### src/rtl/apb2axi_pkg.sv
// apb2axi_pkg: shared state encoding and AXI response codes for the
// APB-slave to AXI4-Lite-master bridge.
package apb2axi_pkg;

  // One-hot bit positions of the bridge FSM
  localparam int ST_IDLE  = 0;
  localparam int ST_WREQ  = 1;
  localparam int ST_WRESP = 2;
  localparam int ST_RREQ  = 3;
  localparam int ST_RDATA = 4;
  localparam int ST_DONE  = 5;

  typedef enum logic [5:0] {
    S_IDLE  = 6'b000001,
    S_WREQ  = 6'b000010,
    S_WRESP = 6'b000100,
    S_RREQ  = 6'b001000,
    S_RDATA = 6'b010000,
    S_DONE  = 6'b100000
  } state_t;

  // AXI BRESP/RRESP encodings
  localparam logic [1:0] RESP_OKAY   = 2'b00;
  localparam logic [1:0] RESP_EXOKAY = 2'b01;
  localparam logic [1:0] RESP_SLVERR = 2'b10;
  localparam logic [1:0] RESP_DECERR = 2'b11;

  // SLVERR and DECERR both carry resp[1]; OKAY/EXOKAY do not
  function automatic logic resp_is_err(input logic [1:0] resp);
    return resp[1];
  endfunction

endpackage

### src/rtl/apb2axi.sv
// apb2axi: APB slave -> AXI4-Lite master bridge, one outstanding transfer.
// Each APB setup phase is latched and replayed as one AXI read or write;
// pready is held low until the AXI response has been taken.
// Optional feature macro: APB2AXI_PSLVERR_EN (report SLVERR/DECERR on pslverr).
module apb2axi
  import apb2axi_pkg::*;
#(
  parameter int          APB_ADRW = 12,
  parameter logic [31:0] AXI_BASE = 32'h8000_0000
) (
  input  logic                aclk,
  input  logic                areset,
  // APB slave port
  input  logic                i_psel,
  input  logic                i_penable,
  input  logic [APB_ADRW-1:0] i_paddr,
  input  logic                i_pwrite,
  input  logic [31:0]         i_pwdata,
  output logic [31:0]         o_prdata,
  output logic                o_pready,
  output logic                o_pslverr,
  // AXI4-Lite master port
  output logic                o_awvalid,
  output logic [31:0]         o_awaddr,
  output logic [2:0]          o_awprot,
  input  logic                i_awready,
  output logic                o_wvalid,
  output logic [31:0]         o_wdata,
  output logic [3:0]          o_wstrb,
  input  logic                i_wready,
  input  logic                i_bvalid,
  input  logic [1:0]          i_bresp,
  output logic                o_bready,
  output logic                o_arvalid,
  output logic [31:0]         o_araddr,
  output logic [2:0]          o_arprot,
  input  logic                i_arready,
  input  logic                i_rvalid,
  input  logic [31:0]         i_rdata,
  input  logic [1:0]          i_rresp,
  output logic                o_rready
);

  localparam logic [31:0] ADDR_MASK = (32'h1 << APB_ADRW) - 32'h1;

  state_t              r_state;
  logic [APB_ADRW-1:0] r_addr;
  logic [31:0]         r_wdata;
  logic [31:0]         r_prdata;
  logic                r_aw_done;
  logic                r_w_done;
  logic                r_awvalid;
  logic                r_wvalid;
  logic                r_bready;
  logic                r_arvalid;
  logic                r_rready;
  logic                r_pready;

  logic                w_aw_hs;
  logic                w_w_hs;
  logic                w_aw_fin;
  logic                w_w_fin;
  logic [31:0]         w_axi_addr;

  // A channel counts as finished once its flag is set or it handshakes now,
  // so AW and W completing on the same edge still leave WREQ together.
  assign w_aw_hs    = r_awvalid & i_awready;
  assign w_w_hs     = r_wvalid & i_wready;
  assign w_aw_fin   = r_aw_done | w_aw_hs;
  assign w_w_fin    = r_w_done | w_w_hs;
  assign w_axi_addr = (AXI_BASE & ~ADDR_MASK) | {{(32-APB_ADRW){1'b0}}, r_addr};

  // Payloads come only from latched registers, so they stay stable under valid
  assign o_awvalid = r_awvalid;
  assign o_awaddr  = w_axi_addr;
  assign o_awprot  = 3'b000;
  assign o_wvalid  = r_wvalid;
  assign o_wdata   = r_wdata;
  assign o_wstrb   = 4'hF;
  assign o_bready  = r_bready;
  assign o_arvalid = r_arvalid;
  assign o_araddr  = w_axi_addr;
  assign o_arprot  = 3'b000;
  assign o_rready  = r_rready;
  assign o_pready  = r_pready;
  assign o_prdata  = r_prdata;

`ifdef APB2AXI_PSLVERR_EN
  logic [1:0] r_resp;

  // Capture the AXI response code as the transfer enters DONE
  always_ff @(posedge aclk) begin
    if (areset) begin
      r_resp <= RESP_OKAY;
    end else if (r_state == S_WRESP && i_bvalid) begin
      r_resp <= i_bresp;
    end else if (r_state == S_RDATA && i_rvalid) begin
      r_resp <= i_rresp;
    end else begin
      r_resp <= r_resp;
    end
  end

  // r_pready is high exactly during DONE, so pslverr is a one-cycle pulse too
  assign o_pslverr = r_pready & resp_is_err(r_resp);
`else
  logic w_resp_unused;

  assign w_resp_unused = ^{i_bresp, i_rresp};
  assign o_pslverr     = 1'b0;
`endif

  // Bridge FSM: latches the APB request, sequences the AXI channels, pulses pready
  always_ff @(posedge aclk) begin
    if (areset) begin
      r_state   <= S_IDLE;
      r_addr    <= '0;
      r_wdata   <= 32'h0;
      r_prdata  <= 32'h0;
      r_aw_done <= 1'b0;
      r_w_done  <= 1'b0;
      r_awvalid <= 1'b0;
      r_wvalid  <= 1'b0;
      r_bready  <= 1'b0;
      r_arvalid <= 1'b0;
      r_rready  <= 1'b0;
      r_pready  <= 1'b0;
    end else begin
      case (r_state)
        S_IDLE: begin
          if (i_psel && !i_penable) begin
            r_addr  <= i_paddr;
            r_wdata <= i_pwdata;
            if (i_pwrite) begin
              r_state   <= S_WREQ;
              r_awvalid <= 1'b1;
              r_wvalid  <= 1'b1;
            end else begin
              r_state   <= S_RREQ;
              r_arvalid <= 1'b1;
            end
          end else begin
            r_state <= S_IDLE;
          end
        end

        S_WREQ: begin
          if (w_aw_hs) begin
            r_awvalid <= 1'b0;
            r_aw_done <= 1'b1;
          end
          if (w_w_hs) begin
            r_wvalid <= 1'b0;
            r_w_done <= 1'b1;
          end
          if (w_aw_fin && w_w_fin) begin
            r_state   <= S_WRESP;
            r_aw_done <= 1'b0;
            r_w_done  <= 1'b0;
            r_awvalid <= 1'b0;
            r_wvalid  <= 1'b0;
            r_bready  <= 1'b1;
          end else begin
            r_state <= S_WREQ;
          end
        end

        S_WRESP: begin
          if (i_bvalid) begin
            r_state  <= S_DONE;
            r_bready <= 1'b0;
            r_pready <= 1'b1;
          end else begin
            r_state <= S_WRESP;
          end
        end

        S_RREQ: begin
          if (i_arready) begin
            r_state   <= S_RDATA;
            r_arvalid <= 1'b0;
            r_rready  <= 1'b1;
          end else begin
            r_state <= S_RREQ;
          end
        end

        S_RDATA: begin
          if (i_rvalid) begin
            r_state  <= S_DONE;
            r_prdata <= i_rdata;
            r_rready <= 1'b0;
            r_pready <= 1'b1;
          end else begin
            r_state <= S_RDATA;
          end
        end

        S_DONE: begin
          r_state  <= S_IDLE;
          r_pready <= 1'b0;
        end

        default: begin
          r_state   <= S_IDLE;
          r_aw_done <= 1'b0;
          r_w_done  <= 1'b0;
          r_awvalid <= 1'b0;
          r_wvalid  <= 1'b0;
          r_bready  <= 1'b0;
          r_arvalid <= 1'b0;
          r_rready  <= 1'b0;
          r_pready  <= 1'b0;
        end
      endcase
    end
  end

endmodule

### config.mk
export PLATFORM = sky130hd
export DESIGN_NAME = apb2axi
export DESIGN_NICKNAME = d
export VERILOG_FILES = /design/src/rtl/apb2axi_pkg.sv /design/src/rtl/apb2axi.sv
export SDC_FILE = /design/constraint.sdc
export NUM_CORES = 1
export LEC_CHECK = 0
export BUFFER_PORTS_ARGS = -buffer_cell sky130_fd_sc_hd__buf_2
export CORE_MARGIN = 1
export CORE_UTILIZATION = 45
export CTS_BUF_LIST = sky130_fd_sc_hd__clkbuf_8
export DETAILED_ROUTE_END_ITERATION = 8
export GPL_TIMING_DRIVEN = 0
export PLACE_DENSITY = 0.81
export REMOVE_ABC_BUFFERS = 1
export SYNTH_ARGS = -nofsm -noshare
export SYNTH_HDL_FRONTEND = slang
export SYNTH_SLANG_ARGS = --single-unit
### constraint.sdc
create_clock -name aclk -period 2.7 [get_ports aclk]
set_clock_uncertainty 0.2 [all_clocks]
set_input_delay 0.135 -clock aclk [delete_from_list [all_inputs] [get_ports aclk]]
set_output_delay 0.135 -clock aclk [all_outputs]
set_load 0.05 [all_outputs]
==> summary.md <==
| Metric | Value |
|---|---|
| Ratio of cells with drive above 1 in the final layout | `27.98%` |
| Placed inst area | `0.004646 mm^2` |
| Least-Margin Pin Slew | `0.8714 ns` |
| Post-Place Setup Slack | `-0.1551 ns` |
| Hold WC Path Type | `in2reg` |
| Final WS setup | `0.1540 ns` |
| Htree depth | `3` |
| Initial core utilization | `46.48%` |
| Layout Cells excl Fill | `855` |
| YS warnings | `0` |
| Flops & latches, synth | `90` |
| Worst path top cell family by delay | `simple AND/OR/NAND/NOR gates` |
| Number of synthesized flops with an enable pin | `0` |
| Sequential fraction of design power | `46.7%` |
| Clk pwr share | `28.2%` |
| Final Hold Vio Count | `0` |
| CP Cell Sequence | `or4b_4 > nor3_4 > buf_8 > nand2_1 > a21oi_1` |
| Vias per inst | `5.013` |
| DIE WIDTH | `96.92 um` |
| Die area | `0.009393 mm^2` |
| Wire per inst | `14.63 um` |
| Worst rel slew slack | `41.91%` |
| Core area | `0.008721 mm^2` |
| Commonest non-fill, non-tap cells in the layout | `buf_2 (178), nand2_1 (156), dfxtp_1 (89)` |
| Worst Path Required | `2.76 ns` |
| WP data arrival | `2.61 ns` |
| Row count | `34` |
| CTS tree | `built` |
| Max-cap violations | `0` |
| Worst-Skew Late Latency | `0.34 ns` |
| DRT iter0 DRCs | `174` |
| Tmin final | `2.546 ns` |
| Mapped Cells | `513` |
| Syn Area/Cell | `7.902 um^2` |
| CTS Root Buffer Type | `clkbuf_8` |
| Final wirelength | `12510 um` |
| Fmax | `392.8 MHz` |
| Number of global-route vias before repair | `4040` |
| Pleak | `2.603 nW` |
| Yosys top cell by area | `dfxtp_1` |
| Vias | `4286` |
| Worst setup EP type | `flip-flop` |
| CTS clk-pin slew, worst paths | `0.09 ns` |
| Commonest non-fill, non-tap cell in the layout | `buf_2` |
| Sequential element share of the synthesized area | `44.44%` |
| Pin count of the biggest net entering global routing | `87` |
| Power, Total | `3.021 mW` |
| Critical path class | `reg2reg` |
| Yosys top cell area share | `44.44%` |
| Ports | `235` |
| Worst path slowest cell | `nor3_4` |
| DRC | `0` |
| PD cells | `531.0 mW/mm^2` |
| Endpoints failing setup | `0` |
| Peak supply drop | `0.0002835 V` |
| Max-slew violation count | `0` |
| Diodes inserted | `0` |
| Area contributors post-synth | `dfxtp_1 (44%), nand2_1 (14%), buf_4 (12%)` |
| Final Cell Area | `0.005689 mm^2` |
| Pre-antenna DRT Iters | `4` |
| CP Max Fanout | `21` |
| Global-route wire length before repair | `19420 um` |
| Die Y | `96.92 um` |
| Antenna violations before repair | `0` |
| Global route overflow | `0` |
| Mapped Area | `0.004054 mm^2` |
| Synth Flop Type | `dfxtp_1` |
| Num CTS Buffers | `9` |
| Routed Antenna Nets | `0` |
| Layout Nets | `832` |
| Inst Count DP | `754` |
| Tot GR Track Use | `25.56%` |
| Yosys cell types | `42` |
| Part of the cycle the worst path needs | `94.30%` |
| Worst path bufs/invs | `1` |
| Sink Count | `90` |
| Combinational fraction of design power | `25.1%` |
| Detailed placement HPWL | `6867 um` |
| Status | `finished clean` |
| RSZ-0062 raised after global routing | `false` |
| # port buffers | `179` |
| Worst hold slack | `0.04233 ns` |
| Crit-path max cell delay | `0.61 ns` |
| Switch share | `35.54%` |
| Area grow syn2layout | `40.34%` |
| P_sw | `1.074 mW` |
| Max Root-Sink Buffers | `2` |
| Internal | `1.947 mW` |
| Placer Congestion | `0.8118` |
| Asr flop ratio synth | `0%` |
| CP Launch Type | `flip-flop` |
-- cells by family after synthesis --
| group | Yosys count | synth area share, % |
|---|---|---|
| AOI/OAI and AO/OA | 113 | 15.93 |
| xor gates and xnor gates | 5 | 1.080 |
| buffers and inverters | 97 | 15.96 |
| DFF | 90 | 44.44 |
| muxes | 1 | 0.2469 |
| other | 2 | 0.1853 |
| and+or+nand+nor | 205 | 22.16 |
-- worst paths after layout --
path,start,endpoint,slack [ns],depth (start not counted)
worst max-delay path,r_state[0],r_addr[5],0.15,5
worst min-delay path,i_wready,o_wvalid,0.04,4
worst max register to register,r_state[0],r_addr[5],0.15,5
worst min register to register,o_prdata[9],o_prdata[9],0.26,2
-- flip-flops by register name, indices dropped and copies added (netlist names) --
| register | cells |
|---|---|
| o_arvalid | 1 |
| o_awvalid | 1 |
| o_bready | 1 |
| o_prdata | 32 |
| o_pready | 1 |
| o_rready | 1 |
| o_wdata | 32 |
| o_wvalid | 1 |
| r_addr | 12 |
| r_aw_done | 1 |
| r_state | 6 |
| r_w_done | 1 |
-- routing by layer --
metal  vias to the layer above  GRT usage (%)  wire [um]
met5                         -              0          0
met4                         0          14.01        613
met3                        50          5.491        705
met2                       222          47.07       6622
met1                      1965          26.82       4564
li1                       2049              -          -
-- cells in the mapped netlist (5+ instances only) --
master    count
xor2_1        5
a21oi_1      82
o211ai_1      5
o21ai_0       6
dfxtp_1      90
a211oi_1      5
a41oi_1       5
nand2b_1      7
clkbuf_1     21
nand2_1     156
buf_4        63
nor2_1        9
buf_6         5
buf_2         7
-- stage by stage --
stage | utilization, % | TNS (ns)
global placement | 53.04 | -15.48
global route | 65.24 | 0
floorplan | - | 0
detailed placement | 53.27 | -3.559
finish | 65.24 | 0
CTS | 64.89 | 0
-- tightest hold or removal path, cell delays in order --
cell	delay, ns
buf_2	0.09
and2_1	0.14
or2_2	0.11
a211oi_1	0.06
-- what timing repair did --
action,in CTS,in global routing
setup buffers,0,1
resized for setup,0,3
pin swaps,1,2
hold buffers,82,0
hold endpoints to repair,82,0
gates cloned,1,1
setup endpoints to repair,33,77
-- layout make-up --
cell class	instances	area, um^2
Fill cell	713	3032
Inverter	1	3.754
Timing Repair Buffer	263	1742
Clock inverter	7	62.56
Tap cell	108	135.1
Sequential cell	90	1803
Clock buffer	9	123.9
Multi-Input combinational cell	377	1819
-- power groups by stage --
stage | logic (mW) | registers [mW] | clock network, mW
after detailed placement | 0.641 | 1.44 | 0
after CTS | 0.737 | 1.41 | 0.880
after global placement | 0.629 | 1.44 | 0
after floorplan | 0.286 | 1.62 | 0
after global routing | 0.799 | 1.42 | 0.935
final | 0.759 | 1.41 | 0.850
No activity file was read; power rests on OpenSTA's default activity.
